===== config.mk =====
export PLATFORM = sky130hd
export DESIGN_NAME = pattern_gen_multi
export DESIGN_NICKNAME = d
export VERILOG_FILES = /design/src/rtl/pattern_gen_multi.sv
export SDC_FILE = /design/constraint.sdc
export NUM_CORES = 1
export LEC_CHECK = 0
export CAP_MARGIN = 15
export CORE_ASPECT_RATIO = 0.75
export CORE_MARGIN = 5
export CORE_UTILIZATION = 45
export DETAILED_ROUTE_END_ITERATION = 10
export PLACE_DENSITY = 0.82
export SYNTH_ARGS = -nofsm -noshare
export SYNTH_HDL_FRONTEND = slang
export SYNTH_SLANG_ARGS = --single-unit
export TNS_END_PERCENT = 1

===== constraint.sdc =====
create_clock -name clk -period 3.4 [get_ports clk]
set_input_delay 0.68 -clock clk [delete_from_list [all_inputs] [get_ports clk]]
set_output_delay 0.68 -clock clk [all_outputs]
set_load 0.05 [all_outputs]

===== src/rtl/pattern_gen_multi.sv =====
// N-channel W-bit walking-pattern generator: rotate-left/right, bounce, hold; prescaled steps, seed load.
// q and tick are registered one edge after a stepping edge; no backpressure, en gates stepping.
module pattern_gen_multi #(
  parameter int W = 8,
  parameter int N = 2,
  parameter int DIV_W = 16,
  parameter logic [N*W-1:0] RESET_SEED = {8'h66, 8'h01}
) (
  input  logic             clk,
  input  logic             areset,
  input  logic             en,
  input  logic [1:0]       mode,
  input  logic [DIV_W-1:0] div,
  input  logic             load,
  input  logic [N*W-1:0]   seed,
  output logic [N*W-1:0]   q,
  output logic             tick
);

  localparam logic [1:0] MODE_ROTL   = 2'b00;
  localparam logic [1:0] MODE_ROTR   = 2'b01;
  localparam logic [1:0] MODE_BOUNCE = 2'b10;
  localparam logic       LEFT        = 1'b0;
  localparam logic       RIGHT       = 1'b1;

  logic [DIV_W-1:0] cnt;
  logic [N-1:0]     dir;
  logic [N-1:0]     dir_nxt;
  logic [N*W-1:0]   q_nxt;
  logic [W-1:0]     p;
  logic [W-1:0]     rl;
  logic [W-1:0]     rr;
  logic             step;

  // >= rather than == so lowering div below the running count steps at once
  assign step = en && (cnt >= div);

  always_comb begin
    q_nxt   = q;
    dir_nxt = dir;
    p       = '0;
    rl      = '0;
    rr      = '0;
    for (int k = 0; k < N; k++) begin
      p  = q[k*W +: W];
      rl = {p[W-2:0], p[W-1]};
      rr = {p[0], p[W-1:1]};
      case (mode)
        MODE_ROTL: q_nxt[k*W +: W] = rl;
        MODE_ROTR: q_nxt[k*W +: W] = rr;
        MODE_BOUNCE: begin
          // reversal and the first move in the new direction share one step
          if (dir[k] == LEFT) begin
            if (p[W-1]) begin
              dir_nxt[k]      = RIGHT;
              q_nxt[k*W +: W] = rr;
            end else begin
              q_nxt[k*W +: W] = rl;
            end
          end else begin
            if (p[0]) begin
              dir_nxt[k]      = LEFT;
              q_nxt[k*W +: W] = rl;
            end else begin
              q_nxt[k*W +: W] = rr;
            end
          end
        end
        default: q_nxt[k*W +: W] = p;
      endcase
    end
  end

  always_ff @(posedge clk or negedge areset) begin
    if (!areset) begin
      q    <= RESET_SEED;
      cnt  <= '0;
      dir  <= '0;
      tick <= 1'b0;
    end else if (load) begin
      q    <= seed;
      cnt  <= '0;
      dir  <= '0;
      tick <= 1'b0;
    end else begin
      tick <= 1'b0;
      if (step) begin
        cnt  <= '0;
        q    <= q_nxt;
        tick <= 1'b1;
      end else if (en) begin
        cnt <= cnt + DIV_W'(1);
      end
      if (mode != MODE_BOUNCE)
        dir <= '0;
      else if (step)
        dir <= dir_nxt;
    end
  end

endmodule

# --- Word level (Yosys, flattened, before mapping) ---
# Cells that the tools add are included.
word_totals:
  register_bits: 35
  in_bits: 38
  out_inout_bits: 17
  word_cells: 44
classes:
  add_sub_neg: 1
  magnitude_cmp: 1
  eq_ne: 3
  n_mux: 26
  reduce_logical: 9
op_table:
  columns: ["op", "count"]
  rows:
  - ["$mux 16", 5]
  - ["$mux 8", 6]
  - ["$pmux 8 s3", 2]
  - ["$add 16x1->16 const B", 1]
  - ["$ge 16x16->1", 1]
  - ["$mux 1", 10]
  - ["$reduce_bool 3->1", 3]
  - ["$mux 2", 3]
  - ["$reduce_and 2->1", 2]
  - ["$reduce_bool 4->1", 1]
  - ["$eq 2x1->1 const B", 1]
  - ["$eq 2x2->1 const B", 1]
  - ["$logic_not 2->1", 1]
  - ["$ne 2x2->1 const B", 1]
  - ["$reduce_bool 2->1", 1]
  - ["$logic_and 1x1->1", 1]

# --- Longest topological paths before layout ---
depth:
  word_depth: 6
  mapped_depth: 10

# --- Worst setup path after synthesis ---
# No wires, ideal clock.
synth_path:
  path_type: "input port to flip-flop"
  start: "input port div[15]"
  end: "register q[11]"
  setup_time_ps: 125
  t_arrival_ps: 2754
  required_time_ps: 3275
  path_slack_ps: 521
  path_stages: 9
  n_path_buf: 2
  cell_sequence: "inv_1 -> ha_1 -> nand4_1 -> or3_1 -> o311a_1 -> o31a_1 -> buf_6 -> buf_6 -> mux2_4"
synth_between:
  elab_chain_len: 4
synth_rtl:
  columns: ["element", "line", "text"]
  rows:
  - ["start: declaration", "13", "input logic [DIV_W-1:0] div,"]
  - ["$ge 16x16->1", "36", "assign step = en && (cnt >= div);"]
  - ["$logic_and 1x1->1", "36", null]
  - ["$reduce_bool 2->1 (no line)", null, null]
  - ["$reduce_and 2->1 (no line)", null, null]
  - ["end signal: assignment", "89", "q <= q_nxt;"]
  - ["end: declaration", "16", "output logic [N*W-1:0] q,"]
# No other way between the ends.
# A chain may end at the register's enable or synchronous reset.

# --- Final worst setup path ---
layout_path:
  start: "input port div[15]"
  end: "register q[12]"
# The elaborated chain is that of the path after synthesis.

==> impl_results.md <==
- Routed WL: 6443 um
- Input/output buffers: 54
- Die X: 97.07 um
- Synth warnings: 0
- Crit path depth: 9
- Hold buffers post-CTS: 0
- Total vias in the final route: approximately 2400
- Avg WL per Cell: 14.91 um
- Critical setup path kind: in2reg
- GRT overflow: 0
- CP top delay family: compound AO/OA/AOI/OAI gates
- Leak pwr: between 1 and 1.5 nW
- CP Capture Type: flip-flop
- Post-synth top area share: 29.34%
- Pre-Repair DR Iteration Count: 5
- Fillcell total: 451
- Clock Tree Buf Depth: 2
- Overall Global Routing Usage: 18.21%
- Die Ht: 75.31 um
- CTS Sinks: 35
- Fmax: 319.7 MHz
- Total CTS buffers: 5
- Vias in the first global route: between 2000 and 2500
- Status: finished, final reports clean
- Die Area: around 0.0073 mm^2
- Reg-to-Reg End: q[12]
- Synth Net Count: 358
- Fin. max-slew vios: 0
- Detail Placement HPWL: 4771 um
- Yosys cell types: between 40 and 50
- Initial antenna violation count: 0
- Overall Power: approximately 1.2 mW
- Post-synthesis cell area: 0.002559 mm^2
- First-iteration detailed-routing DRC count: 178
- Number of buffers and inverters on the critical path: 3
- Row count: 23
- Synth area leaders: dfrtp_1 (29%), ha_1 (9.8%), nand2_1 (6.5%), mux2_4 (5.9%), o21ai_0 (5.5%)
- Slowest cell on the critical path: clkdlybuf4s50_1
- Syn Inst Count: 300
- Critical Path Fanout Max: 16
- Critical path endpoint: q[12]
- Worst Hold Class: reg2reg
- Root Buffer: clkbuf_8
- Hold Startpoint: cnt[15]
- Hold Path Cell Cnt: 2
- Worst-Margin Slew: 0.6534 ns
- Core ar.: 0.005439 mm^2
- Crit path DAT: between 3 and 4 ns
- Cell chain of the critical path: clkdlybuf4s50_1 > inv_1 > ha_1 > nand4_1 > or3_1 > o311a_1 > o31a_1 > buf_12 > mux2_1
- Placer Congestion: 0.9107
- Syn avg cell area: 8.529 um^2
- Via-to-Cell Ratio: 5.498
- Initial core utilization: 47.04%
- Worst-Skew Late Latency: 0.29 ns
- Ant. Diodes: 0
- Setup tns final: 0 ns
- Pin count of the biggest net entering global routing: 36
- Post-route ant nets: 0
- Layout Nets: 414
- Min cycle time layout: 3.128 ns
- Crit path largest cell delay: 0.47 ns
- Final Hold Viols: 0
- CP Launch Type: input port
- Maxcap violations: 0
- Sequential area share after synthesis: 34.47%
- Cell taking the most area after synthesis: dfrtp_1
- Fin crit share: 92.00%
- Reg clk slew, reported paths: 0.06 ns
- Final Setup Violations: 0
- Setup slack, reg-to-reg: 0.73 ns
- Path depth of the worst reg2reg path: 7
- Area Growth Syn to Fin: 28.90%
- Share of cells above drive strength 1: roughly 8.7%
- Worst clock skew: between 0.007 and 0.008 ns
- Critical path origin: div[15]
- Flop and latch count out of synthesis: 35
- Critical Path RT: 3.57 ns
- I/O pin count: 55
- RSZ-0062 raised after global routing: false
- First-pass GRT wire length: about 11000 um
- H-tree levels: 2
- Cts repair resizes: 0
- Drt drc: 0
- Total setup buffers inserted after CTS: 0
- CTS tree: built
- Relative slew slack: between 50 and 60%
- R2r startpoint: cnt[13]
- Maximum vdd drop: 290.6 uV
- Pwr Density: 376.7 mW/mm^2
-- worst min-delay path, cell delays in order, from the launching register on --
cell	delay (ns)
dfrtp_1	0.36
xnor2_1	0.12
nor2_1	0.04
-- metal layers --
metal | vias up | share of wire [%] | routed length, um | global-route usage, %
li1 | 1171 | - | - | -
met1 | 1123 | 47 | 3045 | 25.00
met2 | 73 | 47 | 3060 | 30.28
met3 | 8 | 4.2 | 271 | 3.019
met4 | 0 | 1.0 | 65 | 5.452
met5 | - | 0 | 0 | 0
-- how the worst min path moves through the flow --
stage	end	slack [ns]
2_1_floorplan	cnt[0]	0.38
5_1_grt	q[5]	0.60
3_5_place_dp	cnt[15]	0.55
6_report	cnt[15]	0.56
3_3_place_gp	cnt[15]	0.54
4_1_cts	cnt[15]	0.56
-- cells by family (layout without fill, tap and decap cells) --
group / after synthesis / after routing / synth area share (%)
and+or+nand+nor: 105 / 105 / 18.44
AOI/OAI and AO/OA: 80 / 80 / 19.56
DFF: 35 / 35 / 34.47
buffers and inverters: 33 / 90 / 5.428
adders and majority gates: 20 / 20 / 9.780
muxes: 17 / 17 / 8.899
xor gates and xnor gates: 10 / 10 / 3.423
-- synthesized netlist by cell type (all sizes together) --
cell / number
a2111oi: 1
o221ai: 1
nand4: 4
o31ai: 2
dfrtp: 30
dfstp: 5
ha: 20
o21ai: 30
o21bai: 1
clkbuf: 10
nand2b: 4
a21o: 2
a22o: 1
nor3b: 1
a32oi: 4
nor2: 25
nand3b: 2
a22oi: 10
inv: 19
nand2: 44
or3: 1
o21a: 5
o31a: 1
mux2i: 1
nor4: 1
mux2: 16
buf: 2
nor2b: 4
a31o: 1
nand3: 10
a21oi: 14
and4: 1
o311a: 1
clkinv: 2
xor2: 5
xnor2: 5
or2: 1
a31oi: 4
a211oi: 1
and3: 2
o41ai: 1
nor3: 5
-- per-stage QoR --
| stage | util [%] | instances | hold slack [ns] | setup slack [ns] | instance area [um^2] |
|---|---|---|---|---|---|
| after floorplan | - | 300 | 0.3844 | 0.5211 | 2559 |
| after global placement | 58.80 | 424 | 0.5436 | 0.09798 | 3198 |
| after detailed placement | 58.80 | 424 | 0.5493 | 0.02757 | 3198 |
| after CTS | 60.64 | 432 | 0.5639 | 0.3319 | 3298 |
| after global routing | 60.64 | 432 | 0.6033 | 0.2756 | 3298 |
| final | 60.64 | 432 | 0.5559 | 0.2719 | 3298 |
-- where the power goes --
part / switching [mW] / internal (mW)
clock: 0.149 / 0.185
combinational: 0.227 / 0.178
sequential: 0.0476 / 0.455
-- sequential cells by signal, summed over array words and instances, names as in the netlist --
signal / flops
cnt: 16
q: 16
dir: 2
tick: 1
-- placed cells by master (no fill, tap or decap), types with 2 or more instances in the layout --
| cell | count |
|---|---|
| and3_1 | 2 |
| nand4_1 | 4 |
| mux2_1 | 6 |
| nand2b_1 | 4 |
| xor2_1 | 5 |
| dfstp_2 | 5 |
| buf_4 | 6 |
| a21o_1 | 2 |
| o21ai_1 | 2 |
| o21a_1 | 5 |
| inv_1 | 19 |
| clkinv_1 | 2 |
| ha_1 | 20 |
| xnor2_1 | 5 |
| a32oi_1 | 4 |
| mux2_4 | 10 |
| nand3b_1 | 2 |
| nand3_1 | 10 |
| clkdlybuf4s50_1 | 54 |
| clkbuf_8 | 7 |
| o21ai_0 | 28 |
| a21oi_1 | 14 |
| nand2_1 | 44 |
| nor2_1 | 25 |
| nor3_1 | 5 |
| dfrtp_1 | 30 |
| nor2b_1 | 4 |
| o31ai_1 | 2 |
| a31oi_1 | 4 |
| a22oi_1 | 10 |
-- final cells by class --
type | instances | area [um^2] | share of cell area [%]
sequential | 35 | 882.1 | 26.75
inverter | 21 | 78.83 | 2.390
clock buffer | 8 | 100.1 | 3.035
timing repair buffer | 61 | 605.6 | 18.36
multi-input combinational | 232 | 1538 | 46.62
tap | 75 | 93.84 | 2.845
No activity file was read; power rests on OpenSTA's default activity.
